File: src/rtl/ddr3_test_pkg.sv
// Shared types and constants for the DDR3 example-design traffic checkers.
package ddr3_test_pkg;

    // Read-checker control states.
    typedef enum logic [1:0] {
        IDLE = 2'd0,
        AR   = 2'd1,
        DATA = 2'd2,
        DONE = 2'd3
    } rd_state_e;

    localparam logic [2:0]  AXI_SIZE_64    = 3'b011;
    localparam logic [1:0]  AXI_BURST_INCR = 2'b01;
    localparam logic [63:0] PATTERN_01     = 64'h0000_ffff_0000_ffff;
    localparam int          LANES          = 4;

    // One 16-bit lane of the address pattern; the byte add wraps at 8 bits.
    function automatic logic [15:0] lane_word(input logic [7:0] base, input int k);
        logic [7:0] b;
        b = base + 8'(k);
        return {8'h00, b};
    endfunction

endpackage

File: src/rtl/ddr3_pattern_gen64.sv
// Combinational expected-data generator for one 64-bit beat, shared by the
// write and read sides of the traffic generator.
module ddr3_pattern_gen64
    import ddr3_test_pkg::*;
(
    input  logic [7:0]  addr_lsb_i,
    input  logic        pattern_01_i,
    output logic [63:0] exp_data_o
);

    // Build either the fixed 01 pattern or the per-lane address pattern.
    always_comb begin
        exp_data_o = PATTERN_01;
        if (!pattern_01_i) begin
            for (int k = 0; k < LANES; k++) begin
                exp_data_o[16*k +: 16] = lane_word(addr_lsb_i, k);
            end
        end
    end

endmodule

File: src/rtl/ddr3_rd_check_64bit.sv
// AXI read-back checker for the DDR3 traffic generator: one AR per burst,
// every R beat compared with the regenerated write pattern.
// Optional macro RD_CHECK_ERR_CAPTURE_EN adds first-error capture outputs
// err_addr / err_exp / err_act.
module ddr3_rd_check_64bit
    import ddr3_test_pkg::*;
#(
    parameter int CTRL_ADDR_WIDTH = 28,
    parameter int ERR_CNT_W       = 16
) (
    input  logic                       clk,
    input  logic                       rst,
    input  logic                       read_en,
    input  logic [CTRL_ADDR_WIDTH-1:0] rd_addr,
    input  logic [3:0]                 rd_id,
    input  logic [3:0]                 rd_len,
    input  logic                       data_pattern_01,
    input  logic                       err_clr,
    output logic                       busy,
    output logic                       read_done_p,
    output logic [31:0]                axi_araddr,
    output logic [7:0]                 axi_arid,
    output logic [7:0]                 axi_arlen,
    output logic [2:0]                 axi_arsize,
    output logic [1:0]                 axi_arburst,
    output logic                       axi_arvalid,
    input  logic                       axi_arready,
    input  logic [63:0]                axi_rdata,
    input  logic [7:0]                 axi_rid,
    input  logic [1:0]                 axi_rresp,
    input  logic                       axi_rlast,
    input  logic                       axi_rvalid,
    output logic                       axi_rready,
    output logic                       err_flag,
    output logic [ERR_CNT_W-1:0]       err_cnt,
    output logic                       len_err
`ifdef RD_CHECK_ERR_CAPTURE_EN
    ,
    output logic [31:0]                err_addr,
    output logic [63:0]                err_exp,
    output logic [63:0]                err_act
`endif
);

    rd_state_e            state_q, state_d;
    logic [31:0]          araddr_q, araddr_d;
    logic [7:0]           arid_q, arid_d;
    logic [7:0]           arlen_q, arlen_d;
    logic [31:0]          beat_addr_q, beat_addr_d;
    logic [7:0]           beat_cnt_q, beat_cnt_d;
    logic                 pat01_q, pat01_d;
    logic [ERR_CNT_W-1:0] err_cnt_q, err_cnt_d;
    logic                 err_flag_q, err_flag_d;
    logic                 len_err_q, len_err_d;

    logic        beat_fire;
    logic        last_exp;
    logic        len_viol;
    logic        beat_bad;
    logic [63:0] exp_data;

    function automatic logic [ERR_CNT_W-1:0] sat_inc(input logic [ERR_CNT_W-1:0] v);
        return (&v) ? v : v + ERR_CNT_W'(1);
    endfunction

    ddr3_pattern_gen64 u_pat (
        .addr_lsb_i   (beat_addr_q[7:0]),
        .pattern_01_i (pat01_q),
        .exp_data_o   (exp_data)
    );

    assign beat_fire = (state_q == DATA) && axi_rvalid;
    assign last_exp  = (beat_cnt_q == arlen_q);
    assign len_viol  = beat_fire && (axi_rlast != last_exp);
    assign beat_bad  = beat_fire && ((axi_rdata != exp_data) || (axi_rresp != 2'b00) ||
                                     (axi_rid != arid_q) || len_viol);

    // Next-state and request latching for the burst sequencer.
    always_comb begin
        state_d     = state_q;
        araddr_d    = araddr_q;
        arid_d      = arid_q;
        arlen_d     = arlen_q;
        beat_addr_d = beat_addr_q;
        beat_cnt_d  = beat_cnt_q;
        pat01_d     = pat01_q;
        case (state_q)
            IDLE: begin
                if (read_en) begin
                    araddr_d    = 32'({rd_addr, 1'b0});
                    arid_d      = {4'h0, rd_id};
                    arlen_d     = {4'h0, rd_len};
                    beat_addr_d = {1'b0, araddr_d[31:1]};
                    beat_cnt_d  = '0;
                    pat01_d     = data_pattern_01;
                    state_d     = AR;
                end
            end
            AR: begin
                if (axi_arready) state_d = DATA;
            end
            DATA: begin
                if (beat_fire) begin
                    beat_addr_d = beat_addr_q + 32'd4;
                    beat_cnt_d  = beat_cnt_q + 8'd1;
                    // A missing rlast still closes the burst after beat arlen.
                    if (axi_rlast || last_exp) state_d = DONE;
                end
            end
            DONE: state_d = IDLE;
            default: state_d = IDLE;
        endcase
    end

    // Sticky error status; a same-cycle clear is applied before the new error.
    always_comb begin
        err_cnt_d  = err_clr ? '0 : err_cnt_q;
        err_flag_d = err_clr ? 1'b0 : err_flag_q;
        len_err_d  = err_clr ? 1'b0 : len_err_q;
        if (beat_bad) begin
            err_cnt_d  = sat_inc(err_cnt_d);
            err_flag_d = 1'b1;
        end
        if (len_viol) len_err_d = 1'b1;
    end

    // State and status registers.
    always_ff @(posedge clk) begin
        if (rst) begin
            state_q     <= IDLE;
            araddr_q    <= '0;
            arid_q      <= '0;
            arlen_q     <= '0;
            beat_addr_q <= '0;
            beat_cnt_q  <= '0;
            pat01_q     <= 1'b0;
            err_cnt_q   <= '0;
            err_flag_q  <= 1'b0;
            len_err_q   <= 1'b0;
        end else begin
            state_q     <= state_d;
            araddr_q    <= araddr_d;
            arid_q      <= arid_d;
            arlen_q     <= arlen_d;
            beat_addr_q <= beat_addr_d;
            beat_cnt_q  <= beat_cnt_d;
            pat01_q     <= pat01_d;
            err_cnt_q   <= err_cnt_d;
            err_flag_q  <= err_flag_d;
            len_err_q   <= len_err_d;
        end
    end

`ifdef RD_CHECK_ERR_CAPTURE_EN
    logic        cap_vld_q, cap_vld_d;
    logic [31:0] err_addr_q, err_addr_d;
    logic [63:0] err_exp_q, err_exp_d;
    logic [63:0] err_act_q, err_act_d;

    // Capture only the first bad beat since the last reset or clear.
    always_comb begin
        cap_vld_d  = err_clr ? 1'b0 : cap_vld_q;
        err_addr_d = err_clr ? '0 : err_addr_q;
        err_exp_d  = err_clr ? '0 : err_exp_q;
        err_act_d  = err_clr ? '0 : err_act_q;
        if (beat_bad && !cap_vld_d) begin
            cap_vld_d  = 1'b1;
            err_addr_d = beat_addr_q;
            err_exp_d  = exp_data;
            err_act_d  = axi_rdata;
        end
    end

    // First-error capture registers.
    always_ff @(posedge clk) begin
        if (rst) begin
            cap_vld_q  <= 1'b0;
            err_addr_q <= '0;
            err_exp_q  <= '0;
            err_act_q  <= '0;
        end else begin
            cap_vld_q  <= cap_vld_d;
            err_addr_q <= err_addr_d;
            err_exp_q  <= err_exp_d;
            err_act_q  <= err_act_d;
        end
    end

    assign err_addr = err_addr_q;
    assign err_exp  = err_exp_q;
    assign err_act  = err_act_q;
`else
    logic unused_beat_hi;
    assign unused_beat_hi = ^beat_addr_q[31:8];
`endif

    assign busy        = (state_q != IDLE);
    assign axi_arvalid = (state_q == AR);
    assign axi_rready  = (state_q == DATA);
    assign read_done_p = (state_q == DONE);
    assign axi_araddr  = araddr_q;
    assign axi_arid    = arid_q;
    assign axi_arlen   = arlen_q;
    assign axi_arsize  = AXI_SIZE_64;
    assign axi_arburst = AXI_BURST_INCR;
    assign err_cnt     = err_cnt_q;
    assign err_flag    = err_flag_q;
    assign len_err     = len_err_q;

endmodule

File: config.mk
export PLATFORM = sky130hd
export DESIGN_NAME = ddr3_rd_check_64bit
export DESIGN_NICKNAME = d
export VERILOG_FILES = /design/src/rtl/ddr3_test_pkg.sv /design/src/rtl/ddr3_pattern_gen64.sv /design/src/rtl/ddr3_rd_check_64bit.sv
export SDC_FILE = /design/constraint.sdc
export NUM_CORES = 1
export LEC_CHECK = 0
export CAP_MARGIN = 20
export CORE_MARGIN = 2
export CORE_UTILIZATION = 35
export CTS_BUF_LIST = sky130_fd_sc_hd__clkbuf_8
export CTS_CLUSTER_SIZE = 14
export DETAILED_ROUTE_END_ITERATION = 8
export GPL_TIMING_DRIVEN = 1
export PLACE_DENSITY = 0.66
export SKIP_LAST_GASP = 1
export SYNTH_ARGS = -nofsm -noshare
export SYNTH_HDL_FRONTEND = slang
export SYNTH_HIERARCHICAL = 1
export SYNTH_SLANG_ARGS = --single-unit
File: constraint.sdc
create_clock -name clk -period 3.4 [get_ports clk]
set_clock_uncertainty 0.1 [all_clocks]
set_input_delay 0.34 -clock clk [delete_from_list [all_inputs] [get_ports clk]]
set_output_delay 0.34 -clock clk [all_outputs]
set_load 0.1 [all_outputs]
# Yosys cells after proc, flatten, opt, wreduce, memory -nomap -nowiden
# Cells that the tools add are included.
[classes]
eq_ne = 11
reduce_logical = 17
addsub = 6
n_mux = 18
[ops]
columns = ["operator", "count"]
rows = [
  ["$mux W32", 2],
  ["$ne A64 B64 Y1", 1],
  ["$pmux W32 S2", 1],
  ["$mux W56", 1],
  ["$mux W16", 3],
  ["$add A32 B3 Y32 const B", 1],
  ["$add A16 B1 Y16 const B", 1],
  ["$add A8 B1 Y8 const B", 2],
  ["$add A8 B2 Y8 const B", 2],
  ["$mux W8", 2],
  ["$pmux W8 S2", 1],
  ["$reduce_and A16 Y1", 1],
  ["$reduce_bool A2 Y1", 5],
  ["$eq A8 B4 Y1", 1],
  ["$mux W2", 4],
  ["$ne A8 B4 Y1", 1],
  ["$pmux W2 S4", 1],
  ["$ne A2 B1 Y1 const B", 3],
  ["$eq A2 B2 Y1 const B", 2],
  ["$logic_or A1 B1 Y1", 4],
  ["$reduce_and A4 Y1", 1],
  ["$logic_and A1 B1 Y1", 3],
  ["$mux W1", 3],
  ["$reduce_and A3 Y1", 1],
  ["5 further kinds", 5],
]
[word_totals]
input_bits = 118
word_cells = 62
ff_bits = 97

# Depth between registers and ports, before layout
# Gate-level depths: netlist (run 1).
[logic_depth]
word_depth = 8
depth_mapped = 12
ltp_nobuf = 12

# Modules after synthesis
# Netlist (run 1), hierarchy kept.
[by_module_without_submodules]
columns = ["module", "area_each_um2", "seq_area_each_um2", "n_inst", "cells_each"]
rows = [
  ["ddr3_rd_check_64bit", 4255.3, 1461.4, 1, 536],
  ["ddr3_pattern_gen64", 765.7, 0.0, 1, 110],
]

# Least setup slack after synthesis (run 1)
# No wires, ideal clock.
[synth_timing]
kind = "register to register"
start = "reg arlen_q[3] (netlist: axi_arlen[3])"
end = "reg err_cnt_q[13] (netlist: err_cnt[13])"
stages_incl_launch_ff = 12
t_arrival_ns = 3.158
setup_ns = 0.123
setup_slack_ns = 0.019
path_cell_list = "dfxtp_1 > xor2_1 > nor3_1 > nand3_1 > ha_1 > nand3_1 > and2_1 > nand4_1 > nor4_4 > a2111oi_4 > or3b_1 > mux2_1"
[synth_between]
elab_chain_cells = 6
[synth_rtl]
columns = ["element", "line_no", "rtl"]
rows = [
  ["start: declaration", "ddr3_rd_check_64bit.sv:48", "logic [7:0] arlen_q, arlen_d;"],
  ["start signal: assignment", "ddr3_rd_check_64bit.sv:144", "arlen_q <= arlen_d;"],
  ["$eq A8 B4 Y1", "ddr3_rd_check_64bit.sv:73", "assign last_exp = (beat_cnt_q == arlen_q);"],
  ["$ne A1 B1 Y1", "ddr3_rd_check_64bit.sv:74", "assign len_viol = beat_fire && (axi_rlast != last_exp);"],
  ["$logic_and A1 B1 Y1", "ddr3_rd_check_64bit.sv:74", ""],
  ["$logic_or A1 B1 Y1", "ddr3_rd_check_64bit.sv:76", "(axi_rid != arid_q) || len_viol);"],
  ["$logic_and A1 B1 Y1", "ddr3_rd_check_64bit.sv:75", "assign beat_bad = beat_fire && ((axi_rdata != exp_data) || (axi_rresp != 2'b00) ||"],
  ["$mux W16", "ddr3_rd_check_64bit.sv:120", "if (beat_bad) begin"],
  ["end signal: assignment", "ddr3_rd_check_64bit.sv:148", "err_cnt_q <= err_cnt_d;"],
  ["end: declaration", "ddr3_rd_check_64bit.sv:52", "logic [ERR_CNT_W-1:0] err_cnt_q, err_cnt_d;"],
]
# No other way between the ends.
# A chain may end at the register's enable or synchronous reset.

# Final worst setup path (run 1)
[layout_timing]
start = "reg beat_addr_q[2]"
end = "reg err_cnt_q[13] (netlist: err_cnt[13])"
[layout_between]
elab_chain_cells = 8
word_cells_on_any_way = 10
cone_classes = "add/sub (3); eq/ne (1); mux (2); reduce/logical (4)"
[layout_rtl]
columns = ["element", "line_no", "rtl"]
rows = [
  ["start: declaration", "ddr3_rd_check_64bit.sv:49", "logic [31:0] beat_addr_q, beat_addr_d;"],
  ["start signal: assignment", "ddr3_rd_check_64bit.sv:145", "beat_addr_q <= beat_addr_d;"],
  ["$add A8 B2 Y8", "ddr3_test_pkg.sv:20", "b = base + 8'(k);"],
  ["$mux W56", "ddr3_pattern_gen64.sv:14", "if (!pattern_01_i) begin"],
  ["net exp_data[53]", "ddr3_rd_check_64bit.sv:60", "logic [63:0] exp_data;"],
  ["$ne A64 B64 Y1", "ddr3_rd_check_64bit.sv:75", ""],
  ["$logic_or A1 B1 Y1 (2 in series)", "ddr3_rd_check_64bit.sv:75", ""],
  ["$logic_or A1 B1 Y1", "ddr3_rd_check_64bit.sv:76", ""],
  ["$logic_and A1 B1 Y1", "ddr3_rd_check_64bit.sv:75", ""],
  ["$mux W16", "ddr3_rd_check_64bit.sv:120", ""],
]
# The timed path passes the listed nets, and every way through them passes these cells.

==> key figures, run 1 <==
Logic synthesis
  • Post-synth EDFFs: 0
  • Avg Inst Size Synth: 7.77 um2
  • Post-synth top area share: 29.1%
  • Synth Cell Area: 5020 um2
  • Adder-Cell Fraction of Synth Area: 3.24%
  • Post-synth top area cell: dfxtp_1
  • YS warnings: 6
  • Mux cell area share after synthesis: 3.21%
  • Synth Area in Compound Gates: 12.5%
  • Synth Flop Type: dfxtp_1
  • Main combinational cell family by area after synthesis: simple AND/OR/NAND/NOR gates
  • Xor-xnor portion of the synthesized cell area: 12.7%
  • Seq/Total Area, Yosys: 29.1%
  • Main area contributors after synthesis: dfxtp_1 (29%), xor2_1 (10%), buf_4 (8.1%)
  • Fraction of registers with async set/reset: 0%
  • Simple-gate share of the synthesized area: 26.8%
  • Synth unique cells: 61
  • Count leader, synth: nand2_1
  • Most frequent cells after synthesis: nand2_1 (105), dfxtp_1 (73), a21oi_1 (60), xor2_1 (60), buf_4 (54)
  • Cells after synthesis: 646
  • Synthesized flop and latch total: 73

Clock tree
  • CTS tree: done
  • Clock sinks: 73
  • CTS Root Cell: clkbuf_8
  • H-tree lvl count: 3
  • Clock buffer depth: 2
  • Worst-skew pair later-pin latency: 0.35 ns
  • CTS hold repair buffers: 0
  • Worst-path clk slew: 0.07 ns
  • CTS Buf Count: 9

Placed design
  • Buffers on Ports: 175
  • Final GP Congestion: 0.884
  • Worst slack at placement: 0.110 ns
  • Detailed Place HPWL: 11.2 mm

Floorplanning
  • Die Span Y: 124 um
  • Die area: 15,300 um2
  • Site row count: 43
  • Starting Density: 36.0%
  • Die X-Extent: 124 um
  • I/O pin total: 193
  • Core ar.: 13,900 um2

Global route
  • Largest net degree at the start of global routing: 29
  • Total grt overflow: 0
  • GRT Util Overall: 18.5%
  • Vias in the first global route: 4,585
  • Initial antenna violation count: 0
  • First-pass GRT wire length: 22.4 mm

Timing
  • Slew Viols, Final: 0
  • Worst-margin pin slew: 1.01 ns
  • Finish-stage setup viols: 0
  • Final worst path period share: 96.2%
  • Slew HR: 32.5%
  • Min cycle time layout: 3.27 ns
  • Hold_ws: 0.352 ns
  • Crit path setup slack, layout: 0.129 ns
  • Fmax: 306 MHz
  • Hold violation total from the final report: 0

Setup path
  • Crit-path max cell delay: 0.39 ns
  • Cell family with most CP delay: simple AND/OR/NAND/NOR gates
  • Arrival @ worst endpoint: 3.40 ns
  • Reg2reg path depth: 14
  • Crit end category: flop
  • Crit Path Class: reg -> reg
  • CP max stage cell: or3b_1
  • R2r endpoint: err_cnt[13]
  • R2R Path Start: beat_addr_q[2]
  • Critical-path maximum fanout: 8
  • Crit-path cells: buf_4 > ha_2 > a21oi_4 > or3_1 > a21oi_2 > xor2_1 > nor4_1 > nand4_1 > nor4_4 > buf_4 > buf_4 > a2111oi_4 > or3b_1 > mux2_1
  • R2R Setup Slk: 0.13 ns
  • Critical Path RT: 3.53 ns
  • CP most frequent cell: buf_4
  • Buf/Inv on CP: 3
  • Critical path startpoint category: flop

Route
  • Routed WL per cell: 14.4 um
  • Initial DRC count: 147
  • Vias post-DR: 4,788
  • Via density: 4.81
  • Number of remaining DRC errors: 0
  • Total Wirelength: 14.3 mm
  • Final antenna-violating net count: 0
  • DRT Pass-1 Iters: 4

Outcome
  • Status: finished, final reports clean

Layout
  • Filler instances: 1,384
  • P&R area growth vs syn: 40.2%
  • Share of cells above drive strength 1: 9.45%
  • Nets: 941
  • ANT cells: 0

Power and ir drop
  • Maximum vdd drop: 0.414 mV
  • Leak: 2.83 nW
  • PwrDens: 643 nW/um2

Hold path
  • Hold Crit Depth: 2
  • Hold path startpoint: axi_araddr[17]
  • Min-delay worst type: reg -> reg
  • Hold Crit Endpoint: axi_araddr[17]

Flow run
  • Max-cap violations: 0
sequential cells by signal (all words and copies together) (netlist names):
name and cells:
axi_araddr 28, beat_cnt_q 8, err_cnt 16, state_q 2, pat01_q 1, len_err 1, err_flag 1, axi_arid 4
axi_arlen 4, beat_addr_q 8
worst min-delay path, stage by stage (launching register included):
cell and delay, ns:
dfxtp_1 0.31, nand2_1 0.05, a21oi_1 0.05
repair_timing:
item                                   in CTS  in global routing
resized for setup                           0                 14
setup endpoints to repair                   0                  4
endpoints found under the hold margin       0                  0
buffers inserted                            0                  3
worst max path at each step:
stage                               from          end  slack (ns)  cells past startpoint
after floorplan             axi_arlen[3]  err_cnt[13]        0.02                     11
after global placement    beat_addr_q[1]  err_cnt[10]        0.23                     11
after detailed placement  beat_addr_q[1]  err_cnt[12]        0.11                     11
after CTS                 beat_addr_q[1]  err_cnt[12]         0.1                     11
after global routing      beat_addr_q[2]  err_cnt[13]       -0.01                     14
final                     beat_addr_q[2]  err_cnt[13]        0.13                     14
cell usage in the layout (no fill, tap or decap), drive strengths merged, types with 3 or more instances in the layout:
cell type and instances:
o211ai 3, clkbuf 9, and2 4, nand3 22, clkdlybuf4s50 170, xor2 60, dfxtp 73, or4 5
or3 5, o21ai 5, a31o 3, nand4 14, or2 8, nor3 11, and3 4, ha 13
nor3b 4, mux2i 9, nor4 15, a2111oi 5, a221oi 4, nand2b 8, nand2 107, nor2 31
buf 30, a21oi 62, mux2 6, inv 33, xnor2 13, nor2b 16, o22ai 8, conb 33
metrics by stage:
stage,power [mW],instance area [um2],setup TNS [ns],cells,utilization (%)
after CTS,4.53,6980,0,992,50.1
after detailed placement,3.80,6770,0,976,48.6
after floorplan,3.17,5130,0,676,-
after global routing,4.85,7040,-0.0117,995,50.5
final,4.53,7040,0,995,50.5
after global placement,3.80,6770,0,976,48.6
cell families (layout without fill, tap and decap cells):
kind of cell | after synthesis | count (layout)
other cells | 3 | 33
mux | 15 | 15
fa+ha+maj | 13 | 13
flops | 73 | 73
xor+xnor | 73 | 73
buf+inv | 106 | 245
simple gates | 262 | 262
compound gates | 101 | 101
area by class of cell:
class | count | area, um2 | area share (%)
Clock buffer | 9 | 124 | 1.76
Sequential cell | 73 | 1470 | 20.8
Multi-Input combinational cell | 497 | 3100 | 44.0
Inverter | 29 | 109 | 1.55
Timing Repair Buffer | 200 | 1940 | 27.5
Clock inverter | 7 | 80.1 | 1.14
Tap cell | 180 | 225 | 3.20
power by group:
| group | switching [mW] | total [mW] | internal, mW |
|---|---|---|---|
| Combinational | 1.82 | 2.69 | 0.867 |
| Sequential | 0.125 | 1.13 | 1.00 |
| Clock | 0.313 | 0.715 | 0.402 |
routing by layer:
layer / share of wire (%) / vias to the layer above / global-route usage (%)
met5: 0 / - / 0
li1: - / 2437 / -
met2: 44 / 165 / 29.6
met3: 11 / 13 / 7.28
met1: 44 / 2173 / 23.0
met4: 0.99 / 0 / 5.61
Note: power is estimated with default switching activity, not from simulation.
==> inputs of run 2 (changes only) <==
--- a/config.mk
+++ b/config.mk
@@ -6,7 +6,6 @@
 export NUM_CORES = 1
 export LEC_CHECK = 0
 export CAP_MARGIN = 20
-export CORE_MARGIN = 2
 export CORE_UTILIZATION = 35
 export CTS_BUF_LIST = sky130_fd_sc_hd__clkbuf_8
 export CTS_CLUSTER_SIZE = 14
==> key figures, run 2 (synthesis gave the netlist of run 1 again) <==
Timing
  • Hold_ws: 0.354 ns (was 0.352 ns)
  • Fmax: 303 MHz (was 306 MHz)
  • Slew Viols, Final: 0 (unchanged)
  • Worst-margin pin slew: 1.00 ns (was 1.01 ns)
  • Final worst path period share: 97.0% (was 96.2%)
  • RSZ-0062 raised after global routing: true
  • Finish-stage setup viols: 0 (unchanged)
  • Min cycle time layout: 3.30 ns (was 3.27 ns)
  • Slew HR: 32.9% (was 32.5%)
  • Hold violation total from the final report: 0 (unchanged)

Clock tree
  • H-tree lvl count: 3 (unchanged)
  • CTS Buf Count: 9 (unchanged)
  • Worst-path clk slew: 0.08 ns (was 0.07 ns)
  • Clock buffer depth: 2 (unchanged)
  • CTS tree: done (unchanged)
  • CTS hold repair buffers: 0 (unchanged)
  • Clock sinks: 73 (unchanged)
  • CTS Root Cell: clkbuf_8 (unchanged)
  • Worst-skew pair later-pin latency: 0.35 ns (about the same)

Floorplanning
  • I/O pin total: 193 (unchanged)
  • Die X-Extent: 122 um (was 124 um)
  • Die Span Y: 122 um (was 124 um)
  • Die area: 14,800 um2 (was 15,300 um2)
  • Core ar.: 13,900 um2 (unchanged)
  • Site row count: 43 (unchanged)
  • Starting Density: 36.0% (unchanged)

Layout
  • Share of cells above drive strength 1: 9.46% (was 9.45%)
  • Most frequent cells in the layout: clkdlybuf4s50_1 (171), nand2_1 (105), dfxtp_1 (71), xor2_1 (60), a21oi_1 (60) (was clkdlybuf4s50_1 (170), nand2_1 (105), dfxtp_1 (70), xor2_1 (60), a21oi_1 (59))
  • Final Instance Area: 7000 um2 (was 7040 um2)
  • ANT cells: 0 (unchanged)
  • Max reg flops: 28 (unchanged)
  • Most common cell after layout, fill and taps aside: clkdlybuf4s50_1 (unchanged)
  • Nets: 940 (was 941)
  • Finished Layout Cells: 994 (was 995)
  • Final Util: 50.2% (was 50.5%)
  • P&R area growth vs syn: 39.4% (was 40.2%)

Route
  • Via density: 4.74 (was 4.81)
  • Number of remaining DRC errors: 0 (unchanged)
  • DRT Pass-1 Iters: 5 (was 4)
  • Initial DRC count: 174 (was 147)
  • Vias post-DR: 4,711 (was 4,788)
  • Final antenna-violating net count: 0 (unchanged)
  • Routed WL per cell: 14.1 um (was 14.4 um)
  • Total Wirelength: 14.0 mm (was 14.3 mm)

Hold path
  • Hold path startpoint: axi_araddr[25] (was axi_araddr[17])
  • Hold Crit Endpoint: axi_araddr[25] (was axi_araddr[17])
  • Min-delay worst type: reg -> reg (unchanged)
  • Hold Crit Depth: 2 (unchanged)

Outcome
  • Status: finished, final reports clean (unchanged)

Setup path
  • Critical-path maximum fanout: 13 (was 8)
  • Crit end category: flop (unchanged)
  • Reg2reg path depth: 12 (was 14)
  • Critical path startpoint category: flop (unchanged)
  • R2R Path Start: beat_addr_q[2] (unchanged)
  • R2r endpoint: err_cnt[10] (was err_cnt[13])
  • Arrival @ worst endpoint: 3.44 ns (was 3.40 ns)
  • Crit Path Class: reg -> reg (unchanged)
  • R2R Setup Slk: 0.10 ns (was 0.13 ns)
  • Critical Path RT: 3.54 ns (was 3.53 ns)

Placed design
  • Detailed Place HPWL: 10.9 mm (was 11.2 mm)
  • Post-DP Area: 6760 um2 (was 6770 um2)
  • Final GP Congestion: 0.837 (was 0.884)
  • Inst Count DP: 976 (unchanged)
  • Buffers on Ports: 175 (unchanged)

Flow run
  • Max-cap violations: 0 (unchanged)

Global route
  • Total grt overflow: 0 (unchanged)
  • First-pass GRT wire length: 22.1 mm (was 22.4 mm)
  • Vias in the first global route: 4,497 (was 4,585)
  • GRT Util Overall: 18.9% (was 18.5%)
  • Initial antenna violation count: 0 (unchanged)
  • Largest net degree at the start of global routing: 28 (was 29)

Power and ir drop
  • Design Power: 4.47 mW (was 4.53 mW)
  • PwrDens: 639 nW/um2 (was 643 nW/um2)
  • Maximum vdd drop: 0.534 mV (was 0.414 mV)
  • Leak: 2.80 nW (was 2.83 nW)
## run 2: changes by cell type in the layout (fill, tap and decap cells not counted), moves of 2 or more
cell        delta
a2111oi_0      +3
clkinv_2       +2
inv_1          -4
a21oi_4        -2
buf_4          -2
clkinvlp_4     +2
a2111oi_1      -2
## run 2: worst max path at each step
stage,startpoint,to,slack (ns)
finish,beat_addr_q[2],err_cnt[10],0.10
detailed placement,beat_addr_q[1],err_cnt[10],0.15
global placement,beat_addr_q[3],err_cnt[10],0.19
floorplan,axi_arlen[3],err_cnt[13],0.02
global route,beat_addr_q[2],err_cnt[12],-0.04
CTS,beat_addr_q[1],err_cnt[10],0.10
## run 2: stage by stage
stage                     worst slack (ns)  setup TNS, ns
after floorplan                     0.0192              0
after global placement               0.189              0
after detailed placement             0.152              0
after CTS                            0.102              0
after global routing               -0.0444         -0.115
final                                0.102              0
## run 2: per-layer routing
metal	GRT usage [%]	share of wire (%)	wire, um	vias to the layer above
li1	-	-	-	2435
met1	23.7	45	6350	2096
met2	30.3	44	6220	168
met3	6.41	9.2	1300	12
met4	5.94	1.1	161	0
met5	0	0	0	-
## run 2: final cells by class
cell class	instances	area, um2
Clock buffer	9	124
Clock inverter	7	68.8
Fill cell	1384	6940
Inverter	29	109
Multi-Input combinational cell	497	3080
Sequential cell	73	1470
Tap cell	180	225
Timing Repair Buffer	199	1920
## run 2: power by group
part           switching (mW)  leakage (nW)  internal [mW]
Clock                   0.337        0.0954          0.337
Combinational            1.81          2.10          0.862
Sequential              0.122         0.596           1.00
Total                    2.27          2.80           2.20
## run 2: what timing repair did
item | 4_1_cts | 5_1_grt
setup buffers | 0 | 3
gates resized for setup | 0 | 8
endpoints found under the setup margin | 0 | 5
## run 2: worst max-delay path, cell delays in order (launching register included)
cell      delay [ns]
dfxtp_2         0.33
buf_6           0.14
ha_1            0.19
a21oi_2         0.19
nand2b_4        0.16
mux2i_2         0.21
xor2_1          0.11
nor4_2          0.25
nand4_1         0.26
nor4_4          0.51
a21oi_2         0.23
nand4_1         0.16
mux2_2          0.33
==> inputs of run 3 (changes only) <==
--- a/config.mk
+++ b/config.mk
@@ -6,12 +6,14 @@
 export NUM_CORES = 1
 export LEC_CHECK = 0
 export CAP_MARGIN = 20
-export CORE_UTILIZATION = 35
+export CELL_PAD_IN_SITES_DETAIL_PLACEMENT = 0
+export CELL_PAD_IN_SITES_GLOBAL_PLACEMENT = 1
+export CORE_UTILIZATION = 32
 export CTS_BUF_LIST = sky130_fd_sc_hd__clkbuf_8
 export CTS_CLUSTER_SIZE = 14
 export DETAILED_ROUTE_END_ITERATION = 8
 export GPL_TIMING_DRIVEN = 1
-export PLACE_DENSITY = 0.66
+export PLACE_DENSITY_LB_ADDON = 0.1
 export SKIP_LAST_GASP = 1
 export SYNTH_ARGS = -nofsm -noshare
 export SYNTH_HDL_FRONTEND = slang
==> key figures, run 3 (synthesis gave the netlist of run 1 again) <==
Route
  • Via density: 4.71 (was 4.74)
  • Number of remaining DRC errors: 0 (unchanged)
  • DRT Pass-1 Iters: 4 (was 5)
  • Vias post-DR: 4,818 (was 4,711)
  • Total Wirelength: 14.8 mm (was 14.0 mm)
  • Routed WL per cell: 14.4 um (was 14.1 um)
  • Initial DRC count: 236 (was 174)
  • Final antenna-violating net count: 0 (unchanged)

Timing
  • Fmax: 314 MHz (was 303 MHz)
  • Slew Viols, Final: 0 (unchanged)
  • TNS Setup: 0 ns (unchanged)
  • RSZ-0062 raised after global routing: true (unchanged)
  • Min cycle time layout: 3.19 ns (was 3.30 ns)
  • Crit path setup slack, layout: 0.210 ns (was 0.102 ns)
  • Slew HR: 32.6% (was 32.9%)
  • Worst-margin pin slew: 1.01 ns (was 1.00 ns)
  • Final worst path period share: 93.8% (was 97.0%)
  • Finish-stage setup viols: 0 (unchanged)
  • Hold violation total from the final report: 0 (unchanged)

Layout
  • P&R area growth vs syn: 39.7% (was 39.4%)
  • Final Util: 46.0% (was 50.2%)
  • ANT cells: 0 (unchanged)
  • Most common cell after layout, fill and taps aside: clkdlybuf4s50_1 (unchanged)
  • Share of cells above drive strength 1: 8.74% (was 9.46%)
  • Max reg flops: 28 (unchanged)
  • Finished Layout Cells: 1,023 (was 994)
  • Nets: 938 (was 940)
  • Most frequent cells in the layout: clkdlybuf4s50_1 (170), nand2_1 (105), dfxtp_1 (71), xor2_1 (60), a21oi_1 (60) (was clkdlybuf4s50_1 (171), nand2_1 (105), dfxtp_1 (71), xor2_1 (60), a21oi_1 (60))

Global route
  • Vias in the first global route: 4,675 (was 4,497)
  • Total grt overflow: 0 (unchanged)
  • Busiest metal layer after global routing: met2 (unchanged)
  • M2 GR Usage: 31.1% (was 30.3%)
  • M1 GR Usage: 22.7% (was 23.7%)
  • Largest net degree at the start of global routing: 48 (was 28)
  • GRT Util Overall: 18.3% (was 18.9%)
  • M3 GR Usage: 4.15% (was 6.41%)
  • Initial antenna violation count: 0 (unchanged)
  • First-pass GRT wire length: 23.4 mm (was 22.1 mm)

Floorplanning
  • Starting Density: 32.9% (was 36.0%)
  • I/O pin total: 193 (unchanged)
  • Die area: 16,200 um2 (was 14,800 um2)
  • Die Span Y: 127 um (was 122 um)
  • Site row count: 45 (was 43)
  • Die X-Extent: 127 um (was 122 um)
  • Core ar.: 15,300 um2 (was 13,900 um2)

Clock tree
  • H-tree lvl count: 3 (unchanged)
  • CTS tree: done (unchanged)
  • Worst-path clk slew: 0.08 ns (about the same)
  • CTS Buf Count: 9 (unchanged)
  • Worst-skew pair later-pin latency: 0.36 ns (was 0.35 ns)
  • Clock sinks: 73 (unchanged)
  • CTS Root Cell: clkbuf_8 (unchanged)
  • Clock buffer depth: 2 (unchanged)

Placed design
  • Final GP Congestion: 0.912 (was 0.837)
  • Detailed Place HPWL: 11.3 mm (was 10.9 mm)
  • Buffers on Ports: 175 (unchanged)
  • Worst slack at placement: 0.0213 ns (was 0.152 ns)
  • Inst Count DP: 1,005 (was 976)

Setup path
  • Critical Path RT: 3.55 ns (was 3.54 ns)
  • Arrival @ worst endpoint: 3.34 ns (was 3.44 ns)
  • Critical path startpoint category: flop (unchanged)
  • Critical-path maximum fanout: 13 (unchanged)
  • Crit end category: flop (unchanged)
  • Crit Path Class: reg -> reg (unchanged)

Power and ir drop
  • PwrDens: 641 nW/um2 (was 639 nW/um2)
  • Maximum vdd drop: 0.435 mV (was 0.534 mV)
  • Leak: 2.80 nW (about the same)

Outcome
  • Status: finished, final reports clean (unchanged)

Hold path
  • Min-delay worst type: in -> reg (was reg -> reg)

Flow run
  • Max-cap violations: 0 (unchanged)
[run 3: changes by cell type in the layout (fill, tap and decap cells not counted), moves of 2 or more]
cell / previous run / this run
a2111oi_0: 4 / 2
a2111oi_1: 0 / 2
clkinv_2: 3 / 1
clkinv_4: 0 / 2
clkinvlp_4: 2 / 0
inv_1: 28 / 30
[run 3: worst paths after layout]
check	startpoint	endpoint	slack, ns	cells after the start
worst min register to register	axi_araddr[21]	axi_araddr[21]	0.36	2
worst min-delay path	rst	err_cnt[7]	0.35	2
worst max-delay path	beat_addr_q[2]	err_cnt[13]	0.21	13
worst max register to register	beat_addr_q[2]	err_cnt[13]	0.21	13
[run 3: per-stage QoR]
stage / total power [mW] / area (um2) / hold slack, ns
floorplan: 3.17 / 5130 / 0.376
global placement: 3.81 / 6800 / 0.343
detailed placement: 3.83 / 6800 / 0.349
CTS: 4.53 / 6990 / 0.345
global route: 4.80 / 7020 / 0.367
finish: 4.50 / 7020 / 0.351
[run 3: metal layers]
| metal | share of wire (%) | routed length (um) | vias to the layer above |
|---|---|---|---|
| met5 | 0 | 0 | - |
| met4 | 1.2 | 182 | 0 |
| met3 | 5.4 | 792 | 15 |
| met2 | 48 | 7030 | 140 |
| met1 | 46 | 6770 | 2235 |
| li1 | - | - | 2428 |
[run 3: area by class of cell]
| type | instances | area (um2) |
|---|---|---|
| Fill cell | 1551 | 8240 |
| Multi-Input combinational cell | 497 | 3070 |
| Clock inverter | 6 | 60.1 |
| Clock buffer | 10 | 138 |
| Tap cell | 211 | 264 |
| Sequential cell | 73 | 1460 |
| Inverter | 29 | 109 |
| Timing Repair Buffer | 197 | 1910 |
[run 3: critical path: stages (launching register included)]
cell	delay (ns)
dfxtp_1	0.32
buf_4	0.18
ha_1	0.20
a21oi_2	0.22
nand2b_1	0.15
mux2i_1	0.24
xor2_1	0.17
nor4_1	0.07
nand4_1	0.14
nor4_4	0.05
buf_4	0.17
a2111oi_4	0.37
or3b_1	0.39
mux2_1	0.31
[run 3: where the power goes]
group	internal [mW]	switching [mW]	total [mW]
sequential	1.00	0.133	1.13
clock	0.355	0.330	0.685
combinational	0.860	1.82	2.68
total	2.22	2.28	4.50
[run 3: repair_timing]
item | 4_1_cts | 5_1_grt
endpoints found under the setup margin | 0 | 12
hold buffers | 0 | 0
setup buffers | 0 | 2
gates resized for setup | 0 | 4
